### config.mk
export PLATFORM = sky130hd
export DESIGN_NAME = seven_seg_scan_ctrl
export DESIGN_NICKNAME = d
export VERILOG_FILES = /design/src/rtl/seven_seg_pkg.sv /design/src/rtl/bcd_to_seg.sv /design/src/rtl/seven_seg_scan_ctrl.sv
export SDC_FILE = /design/constraint.sdc
export NUM_CORES = 1
export LEC_CHECK = 0
export ABC_AREA = 0
export CELL_PAD_IN_SITES_DETAIL_PLACEMENT = 1
export CELL_PAD_IN_SITES_GLOBAL_PLACEMENT = 2
export CORE_MARGIN = 1.5
export CORE_UTILIZATION = 43
export CTS_CLUSTER_DIAMETER = 40
export DETAILED_ROUTE_END_ITERATION = 10
export DONT_BUFFER_PORTS = 1
export GPL_TIMING_DRIVEN = 0
export PLACE_DENSITY_LB_ADDON = 0.05
export SLEW_MARGIN = 20
export SYNTH_ARGS = -nofsm -noshare
export SYNTH_HDL_FRONTEND = slang
export SYNTH_SLANG_ARGS = --single-unit
export TNS_END_PERCENT = 20
### constraint.sdc
create_clock -name clk -period 4.2 [get_ports clk]
set_clock_uncertainty 0.1 [all_clocks]
set_input_delay 0.84 -clock clk [delete_from_list [all_inputs] [get_ports clk]]
set_output_delay 0.84 -clock clk [all_outputs]
set_load 0.03 [all_outputs]
### src/rtl/seven_seg_pkg.sv
// Shared constants and types for the seven-segment scan controller.
// Segment vectors are [0:6] = a..g, active-low.
package seven_seg_pkg;

  typedef enum logic {
    ST_BLANK = 1'b0,
    ST_DRIVE = 1'b1
  } state_t;

  typedef logic [0:6] seg_t;

  localparam seg_t SEG_BLANK = 7'b111_1111;
  localparam seg_t SEG_DASH  = 7'b111_1110;

  localparam seg_t SEG_D0 = 7'b000_0001;
  localparam seg_t SEG_D1 = 7'b100_1111;
  localparam seg_t SEG_D2 = 7'b001_0010;
  localparam seg_t SEG_D3 = 7'b000_0110;
  localparam seg_t SEG_D4 = 7'b100_1100;
  localparam seg_t SEG_D5 = 7'b010_0100;
  localparam seg_t SEG_D6 = 7'b010_0000;
  localparam seg_t SEG_D7 = 7'b000_1111;
  localparam seg_t SEG_D8 = 7'b000_0000;
  localparam seg_t SEG_D9 = 7'b000_0100;

endpackage

### src/rtl/bcd_to_seg.sv
// Combinational BCD digit to active-low segment lookup.
// Ports: i_bcd - 4-bit digit code; o_seg_c - segments a..g ([0:6]),
//        codes 10..15 map to a dash.
module bcd_to_seg
  import seven_seg_pkg::*;
(
  input  logic [3:0] i_bcd,
  output logic [0:6] o_seg_c
);

  always_comb begin
    o_seg_c = SEG_DASH;
    case (i_bcd)
      4'd0:    o_seg_c = SEG_D0;
      4'd1:    o_seg_c = SEG_D1;
      4'd2:    o_seg_c = SEG_D2;
      4'd3:    o_seg_c = SEG_D3;
      4'd4:    o_seg_c = SEG_D4;
      4'd5:    o_seg_c = SEG_D5;
      4'd6:    o_seg_c = SEG_D6;
      4'd7:    o_seg_c = SEG_D7;
      4'd8:    o_seg_c = SEG_D8;
      4'd9:    o_seg_c = SEG_D9;
      default: o_seg_c = SEG_DASH;
    endcase
  end

endmodule

### src/rtl/seven_seg_scan_ctrl.sv
// Four-digit multiplexed seven-segment scan controller with ghost blanking,
// leading-zero blanking and a frame-aligned load handshake.
// Ports: clk, reset (async active-low); in_bcd/in_valid/in_ready - load
//        handshake (in_ready is combinational); Seg [0:6] / An [3:0] -
//        registered active-low segment and digit enables; frame_done -
//        registered one-cycle pulse after the last drive cycle of digit 3.
module seven_seg_scan_ctrl
  import seven_seg_pkg::*;
#(
  parameter int unsigned DIV   = 1000,
  parameter int unsigned BLANK = 16,
  parameter int unsigned LZB   = 1
) (
  input  logic        clk,
  input  logic        reset,
  input  logic [15:0] in_bcd,
  input  logic        in_valid,
  output logic        in_ready,
  output logic [0:6]  Seg,
  output logic [3:0]  An,
  output logic        frame_done
);

  localparam int unsigned CNT_MAX = (DIV > BLANK) ? DIV : BLANK;
  localparam int unsigned CW      = (CNT_MAX > 1) ? $clog2(CNT_MAX) : 1;
  localparam logic [CW-1:0] BLANK_LOAD = CW'(BLANK - 1);
  localparam logic [CW-1:0] DIV_LOAD   = CW'(DIV - 1);

  state_t          r_state;
  logic [1:0]      r_idx;
  logic [CW-1:0]   r_cnt;
  logic [15:0]     r_displayed;
  logic [15:0]     r_shadow;
  logic            r_pending;
  logic [0:6]      r_seg;
  logic [3:0]      r_an;
  logic            r_frame_done;

  state_t          w_state_nxt;
  logic [1:0]      w_idx_nxt;
  logic [CW-1:0]   w_cnt_nxt;
  logic            w_frame_end;
  logic            w_xfer;
  logic [3:0]      w_digit;
  logic [15:0]     w_upper;
  logic            w_lz_blank;
  logic [0:6]      w_seg_dig;
  logic [0:6]      w_seg_nxt;
  logic [3:0]      w_an_nxt;

  assign w_frame_end = (r_state == ST_DRIVE) && (r_idx == 2'd3) && (r_cnt == '0);
  assign w_xfer      = in_valid && !r_pending;
  assign in_ready    = !r_pending;

  // Scan state register
  always_ff @(posedge clk or negedge reset) begin
    if (!reset) begin
      r_state <= ST_BLANK;
      r_idx   <= 2'd0;
      r_cnt   <= BLANK_LOAD;
    end else begin
      r_state <= w_state_nxt;
      r_idx   <= w_idx_nxt;
      r_cnt   <= w_cnt_nxt;
    end
  end

  // Next-state: count down each phase, reload on phase change
  always_comb begin
    w_state_nxt = r_state;
    w_idx_nxt   = r_idx;
    w_cnt_nxt   = r_cnt - CW'(1);
    case (r_state)
      ST_BLANK: begin
        if (r_cnt == '0) begin
          w_state_nxt = ST_DRIVE;
          w_cnt_nxt   = DIV_LOAD;
        end
      end
      ST_DRIVE: begin
        if (r_cnt == '0) begin
          w_state_nxt = ST_BLANK;
          w_idx_nxt   = r_idx + 2'd1;
          w_cnt_nxt   = BLANK_LOAD;
        end
      end
      default: begin
        w_state_nxt = ST_BLANK;
        w_idx_nxt   = 2'd0;
        w_cnt_nxt   = BLANK_LOAD;
      end
    endcase
  end

  // Outputs are computed from the next state so the registered pins line
  // up with the state register. r_displayed only changes when the next
  // state is BLANK, so using its current value here is safe.
  assign w_digit    = r_displayed[{w_idx_nxt, 2'b00} +: 4];
  assign w_upper    = r_displayed >> {w_idx_nxt, 2'b00};
  assign w_lz_blank = (LZB != 0) && (w_idx_nxt != 2'd0) && (w_upper == 16'h0000);

  bcd_to_seg u_bcd_to_seg (
    .i_bcd   (w_digit),
    .o_seg_c (w_seg_dig)
  );

  // Output decode
  always_comb begin
    w_seg_nxt = SEG_BLANK;
    w_an_nxt  = 4'b1111;
    if ((w_state_nxt == ST_DRIVE) && !w_lz_blank) begin
      w_seg_nxt = w_seg_dig;
      w_an_nxt  = ~(4'b0001 << w_idx_nxt);
    end
  end

  // Registered pins
  always_ff @(posedge clk or negedge reset) begin
    if (!reset) begin
      r_seg        <= SEG_BLANK;
      r_an         <= 4'b1111;
      r_frame_done <= 1'b0;
    end else begin
      r_seg        <= w_seg_nxt;
      r_an         <= w_an_nxt;
      r_frame_done <= w_frame_end;
    end
  end

  // Load handshake; a transfer and a commit can never coincide since one
  // needs pending clear and the other pending set.
  always_ff @(posedge clk or negedge reset) begin
    if (!reset) begin
      r_shadow    <= 16'h0000;
      r_displayed <= 16'h0000;
      r_pending   <= 1'b0;
    end else if (w_xfer) begin
      r_shadow  <= in_bcd;
      r_pending <= 1'b1;
    end else if (w_frame_end && r_pending) begin
      r_displayed <= r_shadow;
      r_pending   <= 1'b0;
    end
  end

  assign Seg        = r_seg;
  assign An         = r_an;
  assign frame_done = r_frame_done;

endmodule

==> flow_summary.yaml, run 1 <==
run_status:
  outcome: "finished, violations left"
  failed_checks: "design-rule violations"
sta:
  tns_ps: 0
  period_share_pct: 81.2
  timing.fmax_ghz: 0.293
  hold_viol_final: 0
  relSlewSlack_pct: 58.2
  rsz0062_at_grt: "false"
  finalMaxSlewViolations: 0
  fin_crit_ps: 3410
  finalSetupViolations: 0
  max_slew.worst_pin.slew_ps: 622
critical_path:
  max_stage_delay_ps: 510
  r2r-start: "r_cnt[5]$_DFF_PN0_"
  cp_data_arrival_time_ps: 3580
  reg2reg_setup_slack_ps: 790
  crit_fanout: 10
  required_ps: 4370
  setup.worst_path.start_class: "flip-flop"
  critPathTopFamily: "compound AO/OA/AOI/OAI gates"
  crit_slowest_cell: "o41a_4"
  timing.rr.end: "An[3]$_DFF_PN1_"
  crit_path_end: "An[3]$_DFF_PN1_"
  worstRegToRegCells: 12
  crit_buf_inv: 4
  cp-startpoint: "r_cnt[5]$_DFF_PN0_"
  cp.depth: 12
  worst-setup-path-type: "flip-flop to flip-flop"
  crit_chain: "or3_1 > buf_2 > nor3_2 > buf_4 > mux4_2 > ha_1 > inv_1 > a211oi_1 > a31oi_1 > o41a_4 > buf_6 > nand3_1"
  endpoint_kind: "flip-flop"
final_layout:
  n_fill_cell: 675
  layout_common_cells: "43 x dfrtp_1, 34 x mux2_2, 17 x mux2i_1"
  multi_input_area_sq_mm: 0.00134
  antenna_cells: 0
  seq_area_sq_mm: 0.00147
  syn_to_final_growth_pct: 9.19
  final_nets: 267
  drive_above_1_share_pct: 32.7
  fin_cells: 322
  layout_commonest_cell: "dfrtp_1"
clock_tree:
  holdBufCountCts: 0
  root_buffer: "clkbuf_8"
  cts_setup_buffers: 0
  clk_path_buf_depth: 2
  clock-sinks: 58
  cts_tree: "done"
  worstSkewPairLatency_ps: 330
  clk_pin_slew_ps: 60
  cts_buffers: 9
  htreeDepth: 3
  cts_resized: 0
placement:
  placed_cells: 307
  io_buffers: 0
  hpwl_um: 4260
  place_congestion: 0.754
global_routing:
  grt_pass1_vias: 1989
  grt_usage_pct: 17.7
  grt_antenna_before_repair: 0
  grt_max_degree: 59
  grt_pass1_wl_um: 9720
  overflow: 0
logic_synthesis:
  syn_nets: 256
  synth_cell_types: 44
  ys.flop_type: "dfrtp_1"
  synth_edf_count: 0
  synth-seq-cells: 58
  yosys_warnings: 0
  ys_seq_area_share_pct: 50.7
  netlist_area_sq_mm: 0.00290
  synth_area_per_cell_sq_um: 12.6
  syn_inst: 230
  async_reset_ff_share_pct: 100
run:
  maxCapViolCount: 0
route:
  drt_iter0_markers: 73
  route.vias.total: 1804
  remaining_drc_errors: 3
  wl_um: 5720
  routedWlPerCell_um: 17.8
  first_pass_iters: 7
  detail-route-antenna-nets: 0
  post_drt_via_cell_ratio: 5.60
power:
  p_per_area_mw_per_mm2: 331
  p_leak_nw: 1.38
  ir_drop_mv: 0.190
floorplan:
  io-pin-count: 32
  die_w_um: 85.1
  die_y_um: 85.1
  initial_core_util_pct: 45.2
  dieArea_sq_mm: 0.00725
  num_rows: 29
  core_sq_mm: 0.00642
worst_hold_path:
  hold_path_class: "primary input to async pin"
==> final cells by class <==
| cell class | count | share of cell area (%) |
|---|---|---|
| Buffer | 10 | 2.02 |
| Sequential cell | 58 | 46.4 |
| Multi-Input combinational cell | 155 | 42.3 |
| Clock inverter | 3 | 0.474 |
| Tap cell | 77 | 3.04 |
| Inverter | 7 | 0.830 |
| Clock buffer | 12 | 4.90 |
==> kinds of logic after synthesis <==
logic type,share of synthesized area (%)
muxes,24.8
DFF,50.7
and+or+nand+nor,9.49
AOI/OAI and AO/OA,7.12
buffers and inverters,3.11
adders and majority gates,3.02
xor gates and xnor gates,1.81
==> per-stage QoR <==
step           cell area (sq um)  hold slack, ps  utilization, %  total power, mW  setup slack (ps)
6_report                    3170            95.5            49.3             1.05               789
5_1_grt                     3170            67.9            49.3             1.10               601
2_1_floorplan               2900             328               -            0.613              1180
3_3_place_gp                3000             335            46.7            0.616               886
3_5_place_dp                3000             342            46.7            0.620               826
4_1_cts                     3170            77.6            49.3             1.07               787
==> power by group <==
part           switching [mW]  leakage (nW)  internal [mW]
registers             0.00998         0.689          0.580
logic                 0.00451         0.598         0.0145
clock network           0.200        0.0920          0.240
total                   0.214          1.38          0.834
==> routing by layer <==
| layer | global-route usage, % | vias up | wire length [um] |
|---|---|---|---|
| li1 | - | 855 | - |
| met1 | 19.8 | 907 | 2440 |
| met2 | 31.0 | 35 | 2950 |
| met3 | 6.23 | 7 | 248 |
| met4 | 6.71 | 0 | 71 |
| met5 | 0 | - | 0 |
==> state kept, by name, summed over array words and instances (netlist names) <==
signal	count
frame_done	1
r_shadow	16
r_cnt	10
r_idx	2
r_state	1
r_displayed	16
An	4
r_pending	1
Seg	7
==> worst min-delay path by stage <==
stage                        from  cells after the start            endpoint  slack (ps)
2_1_floorplan  r_cnt[0]$_DFF_PN1_                      1  r_cnt[0]$_DFF_PN1_         330
3_3_place_gp   r_cnt[0]$_DFF_PN1_                      1  r_cnt[0]$_DFF_PN1_         340
3_5_place_dp   r_cnt[0]$_DFF_PN1_                      1  r_cnt[0]$_DFF_PN1_         340
4_1_cts                     reset                      0  r_cnt[4]$_DFF_PN0_          80
5_1_grt                     reset                      0  r_cnt[5]$_DFF_PN0_          70
6_report                    reset                      0  r_cnt[4]$_DFF_PN0_         100
==> worst register-to-register path: cells and delay by family (launching register included) <==
| family | cells | cell delay (ps) |
|---|---|---|
| AND/OR/NAND/NOR | 3 | 800 |
| adder cells (fa/ha/maj) | 1 | 230 |
| multiplexers | 1 | 350 |
| AO/OA/AOI/OAI | 3 | 810 |
| buffers and inverters | 4 | 660 |
| flip-flops | 1 | 400 |
==> cells in the mapped netlist (3+ instances only) <==
cell      instances  share of area (%)
nor3_1            5               0.86
nor2_1            8                1.0
o21ai_2           3               0.91
mux2_1            6                2.3
buf_2             3               0.52
ha_1              7                3.0
mux2i_1          17                5.9
a21oi_1           8                1.4
nor4_1            3               0.65
nand2_1          13                1.7
dfrtp_1          43                 37
dfstp_2          15                 14
xnor2_1           3               0.91
nor2b_1           3               0.65
mux2_2           34                 13
a211oi_1          3               0.78
inv_1             6               0.78
xor2_1            3               0.91
o21ai_0           7                1.2
or3_1             5                1.1
(Power assumes the default switching activity.)
==> inputs of run 2 (changes only) <==
--- a/config.mk
+++ b/config.mk
@@ -9,7 +9,7 @@
 export CELL_PAD_IN_SITES_DETAIL_PLACEMENT = 1
 export CELL_PAD_IN_SITES_GLOBAL_PLACEMENT = 2
 export CORE_MARGIN = 1.5
-export CORE_UTILIZATION = 43
+export CORE_UTILIZATION = 39
 export CTS_CLUSTER_DIAMETER = 40
 export DETAILED_ROUTE_END_ITERATION = 10
 export DONT_BUFFER_PORTS = 1
==> constraint.sdc (replaced) <==
create_clock -name clk -period 2.99 [get_ports clk]
set_clock_uncertainty 0.1 [all_clocks]
set_input_delay 0.598 -clock clk [delete_from_list [all_inputs] [get_ports clk]]
set_output_delay 0.598 -clock clk [all_outputs]
set_load 0.03 [all_outputs]
==> run 2 against run 1 <==
  * The flow now finishes without violations
  * Combinational power is 130% higher
  * Utilization decreased by 1.4 points
  * Clock power is 67% higher
  * Sequential share of layout area down 3.8 points
  * Critical path depth is 5 lower
  * Worst setup slack worse by 700 ps
  * Final area increased by 9.2%
  * Die area increased by 9.9%
  * Cell count is 12% higher
  * Largest power group unchanged
==> flow_summary.yaml, run 2 (synthesis results as in run 1) <==
critical_path:
  worst-setup-path-type: "flip-flop to flip-flop"
  critPathTopFamily: "simple AND/OR/NAND/NOR gates"
  required_ps: 3170
  max_stage_delay_ps: 710
  setup.worst_path.start_class: "flip-flop"
  crit_chain: "or4_4 > nor3_4 > buf_4 > mux4_1 > o41a_4 > clkbuf_16 > o21ai_2"
  crit_fanout: 7
  cp_data_arrival_time_ps: 3070
  crit_buf_inv: 2
  crit_slowest_cell: "mux4_1"
  endpoint_kind: "flip-flop"
placement:
  place_congestion: 0.744
  placedInstanceArea_sq_mm: 0.00304
  placed_cells: 329
  io_buffers: 0
  pre_cts_ws_ps: -261
  hpwl_um: 4390
final_layout:
  final_nets: 283
  design_area_sq_mm: 0.00346
  antenna_cells: 0
  reg.largest.list: "r_displayed x16, r_shadow x16, r_cnt x10"
  syn_to_final_growth_pct: 19.2
  layout_common_cells: "41 x dfrtp_1, 34 x mux2_2, 17 x mux2i_1"
  drive_above_1_share_pct: 40.1
  fin_cells: 361
  layout_commonest_cell: "dfrtp_1"
route:
  wl_um: 6210
  route.vias.total: 1898
  post_drt_via_cell_ratio: 5.26
  first_pass_iters: 3
  wl_met1_um: 2660
  drt_iter0_markers: 26
  remaining_drc_errors: 0
  met3WireLength_um: 208
  routedWlPerCell_um: 17.2
  detail-route-antenna-nets: 0
  met2WireLength_um: 3220
  maxUsedRoutingLayer: "met4"
sta:
  finalMaxSlewViolations: 0
  fin_crit_ps: 2900
  timing.fmax_ghz: 0.345
  finalSetupViolations: 0
  relSlewSlack_pct: 59.7
  rsz0062_at_grt: "false"
  period_share_pct: 96.8
  hold_viol_final: 0
  max_slew.worst_pin.slew_ps: 599
  worst_slack_ps: 94.3
clock_tree:
  clock-sinks: 58
  worstSkewPairLatency_ps: 340
  root_buffer: "clkbuf_8"
  clk_pin_slew_ps: 70
  htreeDepth: 3
  cts_buffers: 9
  cts_tree: "done"
  clk_path_buf_depth: 2
floorplan:
  core_sq_mm: 0.00721
  die_w_um: 89.2
  io-pin-count: 32
  dieArea_sq_mm: 0.00796
  die_y_um: 89.2
  initial_core_util_pct: 40.2
  num_rows: 31
power:
  report.power.total_mw: 1.60
  p_per_area_mw_per_mm2: 464
  p_leak_nw: 1.49
  ir_drop_mv: 0.322
global_routing:
  overflow: 0
  grt_max_degree: 59
  grt_pass1_wl_um: 10200
  grt_pass1_vias: 2030
  grt_antenna_before_repair: 0
  grt_usage_pct: 17.6
run:
  maxCapViolCount: 0
run_status:
  outcome: "complete, no violations"
worst_hold_path:
  hold_path_class: "primary input to async pin"
==> run 2: cell types whose count changed in the layout (fill, tap and decap cells not counted), sizes merged <==
cell	before	now
clkbuf	14	13
buf	8	23
clkinv	4	2
clkinvlp	0	3
bufinv	0	1
inv	6	7
==> run 2: through the flow <==
| stage | hold slack (ps) | util (%) | setup TNS, ps |
|---|---|---|---|
| 2_1_floorplan | 202 | - | 0 |
| 3_3_place_gp | 205 | 42.2 | -2160 |
| 3_5_place_dp | 204 | 42.2 | -2510 |
| 4_1_cts | 19.0 | 46.6 | 0 |
| 5_1_grt | 15.2 | 47.9 | 0 |
| 6_report | 10.0 | 47.9 | 0 |
==> run 2: routing by layer <==
layer | track usage (%) | vias to the layer above
li1 | - | 883
met1 | 20.5 | 970
met2 | 29.9 | 33
met3 | 5.17 | 12
met4 | 7.83 | 0
met5 | 0 | -
==> run 2: final timing paths <==
check,start,endpoint,slack [ps],depth (start not counted)
setup / recovery,r_cnt[9]$_DFF_PN0_,Seg[3]$_DFF_PN1_,90,7
hold / removal,reset,frame_done$_DFF_PN0_,10,1
setup reg to reg,r_cnt[9]$_DFF_PN0_,Seg[3]$_DFF_PN1_,90,7
hold reg to reg,r_cnt[0]$_DFF_PN1_,r_cnt[0]$_DFF_PN1_,360,1
max in group asynchronous,reset,r_cnt[2]$_DFF_PN1_,2480,1
min in group clk,in_valid,r_pending$_DFFE_PN0P_,280,1
==> run 2: final cells by class <==
type | instances | area (sq um)
Clock inverter | 6 | 65.1
Tap cell | 99 | 124
Fill cell | 773 | 3760
Multi-Input combinational cell | 155 | 1390
Buffer | 10 | 80.1
Clock buffer | 10 | 138
Sequential cell | 58 | 1470
Inverter | 7 | 26.3
Timing Repair Buffer | 16 | 158
==> run 2: power breakdown <==
part	internal, mW	total (mW)	switching, mW
Combinational	0.0243	0.0446	0.0204
Sequential	0.814	0.827	0.0135
Clock	0.407	0.733	0.326
Total	1.24	1.60	0.360
==> run 2: what timing repair did <==
action | CTS | global route
cloned | 0 | 1
pin swaps | 3 | 5
setup buffers | 9 | 5
hold buffers | 1 | 0
endpoints found under the hold margin | 58 | 0
endpoints found under the setup margin | 11 | 11
resized for setup | 3 | 11
==> inputs of run 3 (changes only) <==
--- a/config.mk
+++ b/config.mk
@@ -6,9 +6,10 @@
 export NUM_CORES = 1
 export LEC_CHECK = 0
 export ABC_AREA = 0
+export CAP_MARGIN = 20
 export CELL_PAD_IN_SITES_DETAIL_PLACEMENT = 1
 export CELL_PAD_IN_SITES_GLOBAL_PLACEMENT = 2
-export CORE_MARGIN = 1.5
+export CORE_MARGIN = 2
 export CORE_UTILIZATION = 39
 export CTS_CLUSTER_DIAMETER = 40
 export DETAILED_ROUTE_END_ITERATION = 10
@@ -19,4 +20,4 @@
 export SYNTH_ARGS = -nofsm -noshare
 export SYNTH_HDL_FRONTEND = slang
 export SYNTH_SLANG_ARGS = --single-unit
-export TNS_END_PERCENT = 20
+export TNS_END_PERCENT = 1
==> run 3 against run 2 <==
  * Hold slack improved by 13 ps
  * Critical path type unchanged
  * Global-route usage down 1.4 points
  * Via count down 2.4%
  * Clock power is 10% higher
  * Final area is essentially flat
  * First-iteration DRC count is 31% higher
  * Non-clock buffer count down 3
==> flow_summary.yaml, run 3 (synthesis results as in run 1) <==
final_layout:
  reg.largest.list: "r_displayed x16, r_shadow x16, r_cnt x10"
  drive_above_1_share_pct: 40.2
  seq_area_sq_mm: 0.00147
  design_area_sq_mm: 0.00345
  n_fill_cell: 776
  multi_input_area_sq_mm: 0.00140
  final_nets: 280
  syn_to_final_growth_pct: 19.1
  antenna_cells: 0
  layout_common_cells: "41 x dfrtp_1, 34 x mux2_2, 17 x mux2i_1"
  layout_commonest_cell: "dfrtp_1"
  fin_cells: 358
sta:
  finalSetupViolations: 0
  fin_crit_ps: 2890
  tns_ps: 0
  timing.fmax_ghz: 0.345
  hold_viol_final: 0
  max_slew.worst_pin.slew_ps: 622
  period_share_pct: 96.8
  rsz0062_at_grt: "true"
  finalMaxSlewViolations: 0
  fin_hold_ws_ps: 22.6
  relSlewSlack_pct: 58.2
power:
  netSwitchingFraction_pct: 20.9
  ir_drop_mv: 0.454
  p_sw_mw: 0.351
  power.internal_mw: 1.33
  p_per_area_mw_per_mm2: 486
  report.power.total_mw: 1.68
  power_frac_comb_pct: 2.7
  p_leak_nw: 1.49
  seqPwrFrac_pct: 49.3
  clkPwrFrac_pct: 48.0
route:
  first_pass_iters: 4
  remaining_drc_errors: 0
  routedWlPerCell_um: 17.3
  route.vias.total: 1853
  drt_iter0_markers: 34
  wl_um: 6190
  detail-route-antenna-nets: 0
  post_drt_via_cell_ratio: 5.18
critical_path:
  setup.worst_path.start_class: "flip-flop"
  endpoint_kind: "flip-flop"
  timing.rr.end: "An[2]$_DFF_PN1_"
  cp_data_arrival_time_ps: 3070
  crit_fanout: 7
  worstRegToRegCells: 7
  required_ps: 3160
  worst-setup-path-type: "flip-flop to flip-flop"
  r2r-start: "r_cnt[9]$_DFF_PN0_"
  reg2reg_setup_slack_ps: 100
  cp-startpoint: "r_cnt[9]$_DFF_PN0_"
global_routing:
  overflow: 0
  grt_usage_pct: 16.2
  grt_antenna_before_repair: 0
  grt_pass1_wl_um: 10300
  grt_max_degree: 59
  grt_pass1_vias: 2022
floorplan:
  die_w_um: 90.2
  initial_core_util_pct: 40.2
  die_y_um: 90.2
  io-pin-count: 32
  num_rows: 31
  dieArea_sq_mm: 0.00814
  core_sq_mm: 0.00721
clock_tree:
  clk_path_buf_depth: 2
  worstSkewPairLatency_ps: 330
  clk_pin_slew_ps: 70
  root_buffer: "clkbuf_8"
  cts_buffers: 9
  cts_tree: "done"
  htreeDepth: 3
  clock-sinks: 58
run_status:
  outcome: "complete, no violations"
worst_hold_path:
  hold_path_class: "primary input to async pin"
placement:
  placedInstanceArea_sq_mm: 0.00304
  io_buffers: 0
  hpwl_um: 4360
  place_congestion: 0.735
  placed_cells: 329
run:
  maxCapViolCount: 0
## run 3: cell count changes in the layout (fill, tap and decap cells not counted), sizes merged
cell,delta
buf,-3
bufinv,+1
clkbuf,+1
clkinv,+1
clkinvlp,-2
inv,-1
## run 3: area by class of cell
class                      count  share of cell area, %
clock inverter                 5                   2.25
sequential                    58                   42.6
tap                           99                   3.59
inverter                       7                  0.761
timing repair buffer          13                   3.91
buffer                        10                   2.32
multi-input combinational    155                   40.5
clock buffer                  11                   4.09
## run 3: worst max-delay path by stage
| stage | slack (ps) | endpoint | cells after the start |
|---|---|---|---|
| after floorplan | 30 | An[2]$_DFF_PN1_ | 13 |
| after global placement | -220 | Seg[6]$_DFF_PN1_ | 12 |
| after detailed placement | -260 | An[2]$_DFF_PN1_ | 12 |
| after CTS | 20 | Seg[0]$_DFF_PN1_ | 9 |
| after global routing | -7 | An[2]$_DFF_PN1_ | 11 |
| final | 100 | An[2]$_DFF_PN1_ | 7 |
## run 3: worst max-delay path, stage by stage (launching register included)
cell and delay (ps):
dfrtp_1 390, or4_4 570, nor3_4 160, buf_4 150, mux4_1 710, o41a_4 520, buf_8 150, nand3b_1 90
## run 3: per-stage QoR
stage | setup WS [ps] | utilization, %
6_report | 95.3 | 47.9
5_1_grt | -6.94 | 47.9
4_1_cts | 19.2 | 46.6
3_5_place_dp | -264 | 42.2
3_3_place_gp | -225 | 42.2
2_1_floorplan | 26.6 | -
## run 3: power by group through the flow
stage / clock network [mW] / logic [mW] / registers (mW)
global route: 0.866 / 0.0511 / 0.831
CTS: 0.826 / 0.0475 / 0.828
finish: 0.806 / 0.0450 / 0.828
floorplan: 0 / 0.0247 / 0.836
global placement: 0 / 0.0255 / 0.840
detailed placement: 0 / 0.0274 / 0.843
## run 3: timing repair
action                                  4_1_cts  5_1_grt
hold endpoints to repair                     58        0
resized for setup                             5       11
buffers inserted                              6        5
gates cloned                                  0        1
pin swaps                                     3        6
endpoints found under the setup margin       11       11
hold buffers                                  1        0
## run 3: routing by layer
metal,vias up,global-route usage (%),wire length [um]
met5,-,0,0
met4,0,6.28,91
met3,10,5.11,213
met2,30,26.1,3110
met1,930,20.3,2770
li1,883,-,-
